**config.mk**
```make
export PLATFORM = sky130hd
export DESIGN_NAME = trace_pkt_serializer
export DESIGN_NICKNAME = d
export VERILOG_FILES = /design/src/rtl/trace_pkt_serializer_pkg.sv /design/src/rtl/trace_pkt_fifo.sv /design/src/rtl/trace_pkt_serializer.sv
export SDC_FILE = /design/constraint.sdc
export NUM_CORES = 1
export LEC_CHECK = 0
export CORE_MARGIN = 8
export CORE_UTILIZATION = 40
export DETAILED_ROUTE_END_ITERATION = 7
export SLEW_MARGIN = 20
export SYNTH_ARGS = -nofsm -noshare
export SYNTH_HDL_FRONTEND = slang
export SYNTH_HIERARCHICAL = 1
export SYNTH_SLANG_ARGS = --single-unit
```
**constraint.sdc**
```tcl
create_clock -name clk -period 12.3 [get_ports clk]
set_input_delay 2.46 -clock clk [delete_from_list [all_inputs] [get_ports clk]]
set_output_delay 2.46 -clock clk [all_outputs]
set_load 0.03 [all_outputs]
```
**src/rtl/trace_pkt_serializer_pkg.sv**
```systemverilog
// Shared types for the retirement trace serializer: the 3-slot commit packet
// and the single retired-instruction record it is unpacked into.
package trace_pkt_serializer_pkg;

  localparam int NSLOTS = 3;

  typedef struct packed {
    logic [95:0] trace_rv_i_insn_ip;
    logic [95:0] trace_rv_i_address_ip;
    logic [2:0]  trace_rv_i_valid_ip;
    logic [2:0]  trace_rv_i_exception_ip;
    logic [4:0]  trace_rv_i_ecause_ip;
    logic [2:0]  trace_rv_i_interrupt_ip;
    logic [31:0] trace_rv_i_tval_ip;
  } trace_pkt_t;

  typedef struct packed {
    logic [31:0] insn;
    logic [31:0] addr;
    logic        exc;
    logic        intr;
    logic [4:0]  ecause;
    logic [31:0] tval;
    logic        ovf;
  } trace_rec_t;

  // Mask of slots at or above the given slot index.
  function automatic logic [2:0] slotsFrom(input logic [1:0] slot);
    logic [2:0] mask;
    case (slot)
      2'd0:    mask = 3'b111;
      2'd1:    mask = 3'b110;
      2'd2:    mask = 3'b100;
      default: mask = 3'b000;
    endcase
    return mask;
  endfunction

endpackage

```
**src/rtl/trace_pkt_fifo.sv**
```systemverilog
// Whole-packet FIFO for commit trace packets. Pointers carry one extra wrap
// bit so full/empty come straight from their difference.
module trace_pkt_fifo
  import trace_pkt_serializer_pkg::*;
#(
  parameter int DEPTH = 4
) (
  input  logic       clk,
  input  logic       rst,
  input  logic       i_push,
  input  logic       i_pop,
  input  trace_pkt_t i_data,
  output logic       o_full,
  output logic       o_empty,
  output trace_pkt_t o_head
);

  localparam int AW = $clog2(DEPTH);
  localparam logic [AW:0] FULL_COUNT = DEPTH[AW:0];

  trace_pkt_t    r_mem [DEPTH];
  logic [AW:0]   r_wrPtr;
  logic [AW:0]   r_rdPtr;
  logic [AW:0]   w_count;

  assign w_count = r_wrPtr - r_rdPtr;
  assign o_full  = (w_count == FULL_COUNT);
  assign o_empty = (w_count == '0);
  assign o_head  = r_mem[r_rdPtr[AW-1:0]];

  always_ff @(posedge clk) begin
    if (rst) begin
      r_wrPtr <= '0;
      r_rdPtr <= '0;
    end else begin
      if (i_push && !o_full)
        r_wrPtr <= r_wrPtr + 1'b1;
      if (i_pop && !o_empty)
        r_rdPtr <= r_rdPtr + 1'b1;
    end
  end

  // Storage needs no reset: entries are only observed between push and pop.
  always_ff @(posedge clk) begin
    if (!rst && i_push && !o_full)
      r_mem[r_wrPtr[AW-1:0]] <= i_data;
  end

endmodule

```
**src/rtl/trace_pkt_serializer.sv**
```systemverilog
// Buffers 3-slot commit trace packets and emits one retired-instruction record
// per cycle; never stalls commit, dropping and counting packets when full.
module trace_pkt_serializer
  import trace_pkt_serializer_pkg::*;
#(
  parameter int DEPTH = 4,
  parameter int DROPW = 16
) (
  input  logic             clk,
  input  logic             rst,
  input  trace_pkt_t       trace_in,
  output logic             rec_valid,
  input  logic             rec_ready,
  output trace_rec_t       rec,
  output logic [DROPW-1:0] drop_cnt,
  input  logic             drop_clr
);

  logic             w_pushReq;
  logic             w_full;
  logic             w_empty;
  logic             w_drop;
  logic             w_accept;
  logic             w_pop;
  trace_pkt_t       w_head;
  logic [2:0]       w_avail;
  logic [1:0]       w_sel;
  logic             w_last;
  logic [1:0]       r_slot;
  logic             r_pendOvf;
  logic [DROPW-1:0] r_dropCnt;

  assign w_pushReq = |trace_in.trace_rv_i_valid_ip;
  assign w_drop    = w_pushReq & w_full;
  assign rec_valid = !w_empty;
  assign w_accept  = rec_valid & rec_ready;
  assign w_pop     = w_accept & w_last;
  assign drop_cnt  = r_dropCnt;

  trace_pkt_fifo #(.DEPTH(DEPTH)) u_fifo (
    .clk     (clk),
    .rst     (rst),
    .i_push  (w_pushReq),
    .i_pop   (w_pop),
    .i_data  (trace_in),
    .o_full  (w_full),
    .o_empty (w_empty),
    .o_head  (w_head)
  );

  // Lowest valid slot not yet emitted; last when nothing valid remains above it.
  always_comb begin
    w_avail = w_head.trace_rv_i_valid_ip & slotsFrom(r_slot);
    w_sel   = 2'd2;
    if (w_avail[0])
      w_sel = 2'd0;
    else if (w_avail[1])
      w_sel = 2'd1;
    w_last  = ((w_avail & ~(3'b001 << w_sel)) == 3'b000);
  end

  always_comb begin
    rec = '0;
    if (rec_valid) begin
      rec.insn = w_head.trace_rv_i_insn_ip[{w_sel, 5'b0} +: 32];
      rec.addr = w_head.trace_rv_i_address_ip[{w_sel, 5'b0} +: 32];
      rec.exc  = w_head.trace_rv_i_exception_ip[w_sel];
      rec.intr = w_head.trace_rv_i_interrupt_ip[w_sel];
      if (rec.exc || rec.intr) begin
        rec.ecause = w_head.trace_rv_i_ecause_ip;
        rec.tval   = w_head.trace_rv_i_tval_ip;
      end
      rec.ovf  = r_pendOvf;
    end
  end

  always_ff @(posedge clk) begin
    if (rst)
      r_slot <= 2'd0;
    else if (w_pop)
      r_slot <= 2'd0;
    else if (w_accept)
      r_slot <= w_sel + 2'd1;
  end

  // A drop in the same cycle as the flagged handshake keeps the flag pending.
  always_ff @(posedge clk) begin
    if (rst)
      r_pendOvf <= 1'b0;
    else if (w_drop)
      r_pendOvf <= 1'b1;
    else if (w_accept)
      r_pendOvf <= 1'b0;
  end

  always_ff @(posedge clk) begin
    if (rst || drop_clr)
      r_dropCnt <= '0;
    else if (w_drop && (r_dropCnt != {DROPW{1'b1}}))
      r_dropCnt <= r_dropCnt + 1'b1;
  end

endmodule
```
==> results.sh, run 1 <==
export IMPL_drive_above_1_share_pct=20.04
export IMPL_pwr_share_clk_pct=30.0
export IMPL_p_seq_share_pct=41.6
export IMPL_multi_input_area_um2=8059
export IMPL_finalPower_mw=9.955
export IMPL_synth_edf_count=952
export IMPL_period_needed_ns=8.053
export IMPL_fin_cells=3457
export IMPL_synth_cells=1693
export IMPL_viasPerCell=5.262
export IMPL_fillCellCount=7570
export IMPL_ir_drop_mv=0.1812
export IMPL_gp_congestion=0.7801
export IMPL_antenna_found_initial=23
export IMPL_setup_viol=0
export IMPL_async_flop_share_pct=0
export IMPL_io_pins=363
export IMPL_wl_per_cell_um=24.92
export IMPL_dpl_cell_count=3242
export IMPL_slew_violations=0
export IMPL_die_w_um=322.5
export IMPL_tns_ns=0
export IMPL_hpwlAfterDp_um=51200
export IMPL_utilization_pct=49.38
export IMPL_cts_buffer_depth=3
export IMPL_syn_nets=1943
export IMPL_yosysTopAreaCell="edfxtp_1"
export IMPL_die_area_um2=104000
export IMPL_postCtsResizedCells=0
export IMPL_seq_area_um2=29140
export IMPL_ant_nets=0
export IMPL_grt_max_degree=156
export IMPL_hold_viol_final=0
export IMPL_cts_buffers=105
export IMPL_ctsHtreeMaxLevel=3
export IMPL_cp_max_fo=44
export IMPL_slew_headroom_pct=17.89
export IMPL_status="completed"
export IMPL_vias=18190
export IMPL_clkTransAtPathRegs_ns=0.06
export IMPL_num_rows=112
export IMPL_yosysTopAreaCellShare_pct=76.05
export IMPL_end_kind="primary output"
export IMPL_max_freq_mhz=124.2
export IMPL_nets=2346
export IMPL_clock_skew_ns=0.01814
export IMPL_synth_cell_type_count=51
export IMPL_start_util_pct=40.34
export IMPL_pwr_share_comb_pct=28.4
export IMPL_swShare_pct=30.68
export IMPL_clkLatencyLatePin_ns=0.66
export IMPL_p_leak_nw=14.45
export IMPL_synth_warning_count=6
export IMPL_syn_cell_area_um2=37590
export IMPL_internal_power_mw=6.901
export IMPL_p_per_area_nw_per_um2=216.4
export IMPL_overflow=0
export IMPL_root_buffer="clkbuf_16"
export IMPL_rsz0062_at_grt="false"
export IMPL_yosys_register_bits=979
export IMPL_crit_arrival_ns=5.59
export IMPL_holdBufCountCts=0
export IMPL_wl_um=86140
export IMPL_core_um2=93190
export IMPL_crit_type="flip-flop to primary output"
export IMPL_worst_pin_slew_ns=1.232
export IMPL_first_pass_iters=5
export IMPL_dr_first_iter_drc_count=1214
export IMPL_worstSetupStartpointType="flip-flop"
export IMPL_groute_usage_overall_pct=16.39
export IMPL_cp_data_required_time_ns=9.84
export IMPL_hp_class="flip-flop to flip-flop"
export IMPL_syn_area_per_cell_um2=22.20
export IMPL_ys_seq_area_share_pct=77.49
export IMPL_synth_top_cells_by_area="edfxtp_1, mux4_2, mux2i_1"
export IMPL_cts_sinks=979
export IMPL_hold_slack_ns=0.4856
export IMPL_drc_errors=0
export IMPL_max_cap_viol_count=0
export IMPL_grt_pass1_vias=19590
export IMPL_switchingPower_mw=3.054
export IMPL_finalCritPeriodShare_pct=65.47
export IMPL_regToRegSetupSlack_ns=8.19
export IMPL_grt_pass1_wl_um=127900
export IMPL_postCtsSetupBuffers=0
export IMPL_portBuffers=362
export IMPL_area_delta_synth_final_pct=22.42
export IMPL_die_h_um=322.5
export IMPL_cts_tree="built"
export IMPL_ys_flop_type="edfxtp_1"
==> final timing paths <==
path / start / endpoint / cells past startpoint
worst max-delay path: flip-flop / rec[67] / 7
worst min-delay path: u_fifo/r_rdPtr[1]$_SDFFE_PP0P_ / flip-flop / 2
worst max register to register: u_fifo/r_wrPtr[0]$_SDFFE_PP0P_ / u_fifo/r_mem[1][10]$_DFFE_PP_ / 8
worst min register to register: u_fifo/r_rdPtr[1]$_SDFFE_PP0P_ / flip-flop / 2
==> registers in the layout, summed over array words and instances (netlist names), named ones only <==
| signal | flops |
|---|---|
| drop_cnt | 16 |
| u_fifo/r_wrPtr | 3 |
| r_pendOvf | 1 |
| u_fifo/r_mem | 952 |
| r_slot | 2 |
| u_fifo/r_rdPtr | 3 |
==> power groups by stage <==
stage / Clock (mW) / Sequential, mW / Combinational [mW]
2_1_floorplan: 0 / 4.28 / 1.72
3_3_place_gp: 0 / 4.19 / 2.89
3_5_place_dp: 0 / 4.22 / 2.89
4_1_cts: 3.07 / 4.15 / 2.90
5_1_grt: 3.20 / 4.17 / 3.00
6_report: 2.98 / 4.15 / 2.83
==> cells in the final DEF (no fill, tap or decap), types with 22 or more instances in the layout <==
master             n
clkinv_2          22
clkbuf_16        107
mux2i_1           70
mux4_2           238
edfxtp_1         952
clkdlybuf4s50_1  362
a21boi_0          37
clkbuf_1          22
buf_4             23
nor2_1            79
clkinv_1          26
dfxtp_1           25
a211oi_1          67
==> layer usage <==
metal	part of all wire (%)	wire [µm]	global-route usage [%]	vias up
li1	-	-	-	8005
met1	41	35050	20.82	9583
met5	0.13	116	0	-
met4	2.2	1888	4.966	18
met2	50	43230	27.34	456
met3	6.8	5853	4.706	128
==> logic make-up (layout without fill, tap and decap cells) <==
logic type | after synthesis | in the layout | synth area share (%)
buffers and inverters | 103 | 596 | 1.218
xor gates and xnor gates | 2 | 2 | 0.06659
adders and majority gates | 9 | 9 | 0.2929
AOI/OAI and AO/OA | 143 | 143 | 2.839
muxes | 313 | 313 | 16.28
DFF | 979 | 979 | 77.49
and+or+nand+nor | 144 | 144 | 1.807
other | 0 | 17 | 0
==> per-stage QoR <==
stage | cell area [µm²] | worst slack (ns)
detailed placement | 42660 | 4.823
floorplan | 37590 | 3.382
global placement | 42660 | 4.828
finish | 46010 | 4.247
CTS | 45940 | 4.046
global route | 45980 | 3.914
==> final cells by class <==
| cell class | instances | share of cell area, % |
|---|---|---|
| diodes | 17 | 0.09245 |
| clock buffers | 129 | 5.998 |
| clock inverters | 68 | 1.145 |
| inverters | 10 | 0.08157 |
| multi-input cells | 611 | 17.51 |
| flip-flops and latches | 979 | 63.32 |
| well taps | 1254 | 3.410 |
| repair buffers | 389 | 8.440 |
==> worst max-delay path, cell delays in order (launching register included) <==
cell	delay (ns)
dfxtp_4	0.33
buf_4	0.68
mux4_2	0.65
or3b_4	0.92
buf_4	0.80
mux2i_1	0.19
a211oi_1	0.52
clkdlybuf4s50_1	0.80
==> cell usage after synthesis, types with 2 or more instances <==
cell,number
a211oi_1,67
a21boi_0,37
a21oi_1,12
a31oi_1,2
and2_1,2
and3_1,6
buf_1,12
buf_2,33
buf_4,8
clkbuf_1,40
dfxtp_1,27
edfxtp_1,952
ha_1,8
inv_1,10
mux2_2,4
mux2i_1,70
mux4_2,238
nand2_1,19
nand3_1,5
nand4_1,2
nor2_1,79
nor2b_1,7
nor4_1,4
o211ai_1,2
o21ai_0,4
o311ai_0,2
o31ai_1,6
o41ai_1,2
or2_2,2
or3_1,7
or4_1,4
Note: power is estimated with default switching activity, not from simulation.
==> run 2: changes to the inputs <==
==> constraint.sdc (replaced) <==
create_clock -name clk -period 7.13 [get_ports clk]
set_input_delay 1.426 -clock clk [delete_from_list [all_inputs] [get_ports clk]]
set_output_delay 1.426 -clock clk [all_outputs]
set_load 0.03 [all_outputs]
==> results.sh, run 2 (synthesis results as in run 1) <==
export IMPL_setup_viol=0
export IMPL_hold_viol_final=0
export IMPL_cts_buffer_depth=3
export IMPL_status="completed"
export IMPL_clkTransAtPathRegs_ns=0.06
export IMPL_min_delay_start="u_fifo/r_rdPtr[1]$_SDFFE_PP0P_"
export IMPL_io_pins=363
export IMPL_pwr_share_comb_pct=28.3
export IMPL_p_per_area_nw_per_um2=373.6
export IMPL_die_h_um=322.5
export IMPL_cp_data_required_time_ns=5.70
export IMPL_tns_ns=0
export IMPL_busiest_layer="met2"
export IMPL_clkLatencyLatePin_ns=0.67
export IMPL_final_cell_mix="edfxtp_1, clkdlybuf4s50_1, mux4_2"
export IMPL_area_delta_synth_final_pct=22.64
export IMPL_use_met3_pct=4.505
export IMPL_ctsHtreeMaxLevel=3
export IMPL_utilization_pct=49.47
export IMPL_hp_class="flip-flop to flip-flop"
export IMPL_swShare_pct=30.51
export IMPL_hpwlAfterDp_um=50470
export IMPL_r2r_cells=7
export IMPL_grt_pass1_wl_um=126200
export IMPL_cp_max_fo=38
export IMPL_cts_tree="built"
export IMPL_worstSetupStartpointType="flip-flop"
export IMPL_wl_per_cell_um=24.57
export IMPL_rsz0062_at_grt="false"
export IMPL_crit_type="flip-flop to primary output"
export IMPL_rr_startpoint="u_fifo/r_wrPtr[0]$_SDFFE_PP0P_"
export IMPL_postCtsSetupBuffers=0
export IMPL_cts_sinks=979
export IMPL_ir_drop_mv=0.2494
export IMPL_gp_congestion=0.7693
export IMPL_nets=2345
export IMPL_grtUsageMet2_pct=27.34
export IMPL_largest_reg_flops=952
export IMPL_clock_skew_ns=0.01675
export IMPL_cts_buffers=103
export IMPL_reg2reg_to="u_fifo/r_mem[2][151]$_DFFE_PP_"
export IMPL_p_leak_nw=14.49
export IMPL_regToRegSetupSlack_ns=3.79
export IMPL_use_met1_pct=20.50
export IMPL_wl_um=84600
export IMPL_start_util_pct=40.34
export IMPL_dr_first_iter_drc_count=1278
export IMPL_postCtsResizedCells=0
export IMPL_max_freq_mhz=162.4
export IMPL_final_common_cell="edfxtp_1"
export IMPL_slew_violations=0
export IMPL_first_pass_iters=4
export IMPL_holdBufCountCts=0
export IMPL_die_w_um=322.5
export IMPL_end_kind="primary output"
export IMPL_ant_nets=0
export IMPL_slew_headroom_pct=32.17
export IMPL_switchingPower_mw=5.253
export IMPL_period_needed_ns=6.156
export IMPL_grt_max_degree=127
export IMPL_finalCritPeriodShare_pct=86.35
export IMPL_num_rows=112
export IMPL_max_cap_viol_count=0
export IMPL_drc_errors=0
export IMPL_p_seq_share_pct=41.6
export IMPL_worst_pin_slew_ns=1.018
export IMPL_groute_usage_overall_pct=16.12
export IMPL_grt_pass1_vias=19460
export IMPL_vias=18020
export IMPL_drive_above_1_share_pct=20.34
export IMPL_antenna_found_initial=14
export IMPL_die_area_um2=104000
export IMPL_root_buffer="clkbuf_16"
export IMPL_internal_power_mw=11.97
export IMPL_portBuffers=362
export IMPL_core_um2=93190
export IMPL_overflow=0
export IMPL_viasPerCell=5.233
export IMPL_crit_arrival_ns=4.73
export IMPL_whs_path_depth=2
export IMPL_pwr_share_clk_pct=30.1
[run 2: final cells by class]
class	instances	area, µm²
Timing Repair Buffer	390	3963
Multi-Input combinational cell	611	8059
Antenna cell	6	15.01
Sequential cell	979	29140
Tap cell	1254	1569
Fill cell	7525	47090
Clock inverter	72	664.4
Inverter	10	37.54
Clock buffer	121	2655
[run 2: worst max path at each step]
stage	startpoint	end	slack, ns	cells past startpoint
2_1_floorplan	trace_in[44]	u_fifo/r_mem[0][0]$_DFFE_PP_	2.00	3
3_3_place_gp	flip-flop	rec[30]	1.56	7
3_5_place_dp	u_fifo/r_wrPtr[0]$_SDFFE_PP0P_	rec[30]	1.57	11
4_1_cts	flip-flop	rec[30]	0.80	6
5_1_grt	u_fifo/r_wrPtr[0]$_SDFFE_PP0P_	rec[28]	0.67	11
6_report	u_fifo/r_wrPtr[0]$_SDFFE_PP0P_	rec[28]	0.97	11
[run 2: power by group through the flow]
stage	combinational [mW]	sequential [mW]	clock, mW
floorplan	2.97	7.29	0
global placement	5.00	7.24	0
detailed placement	5.00	7.28	0
CTS	5.03	7.16	5.33
global route	5.20	7.20	5.54
finish	4.88	7.16	5.19
[run 2: through the flow]
step	instances	power, mW	hold WS (ns)	setup WS, ns	area [µm²]
global placement	3244	12.24	0.4834	1.560	42760
floorplan	1693	10.26	0.4487	1.999	37590
detailed placement	3244	12.28	0.4890	1.566	42760
global route	3438	17.95	0.5258	0.6651	46090
CTS	3437	17.52	0.4992	0.7982	46080
finish	3443	17.22	0.4955	0.9736	46100
[run 2: worst max-delay path, cell delays in order, from the launching register on]
cell,delay (ns)
dfxtp_1,0.38
inv_1,0.11
ha_1,0.20
nor2b_1,0.15
xnor2_2,0.36
nor2b_4,0.24
buf_4,0.46
inv_1,0.14
nand2_1,0.11
o32a_2,0.76
a21boi_0,0.36
clkdlybuf4s50_1,0.69
[run 2: routing by layer]
metal,wire [µm],up-vias
li1,-,7983
met1,34680,9457
met2,42750,449
met3,5681,117
met4,1427,10
met5,57,-
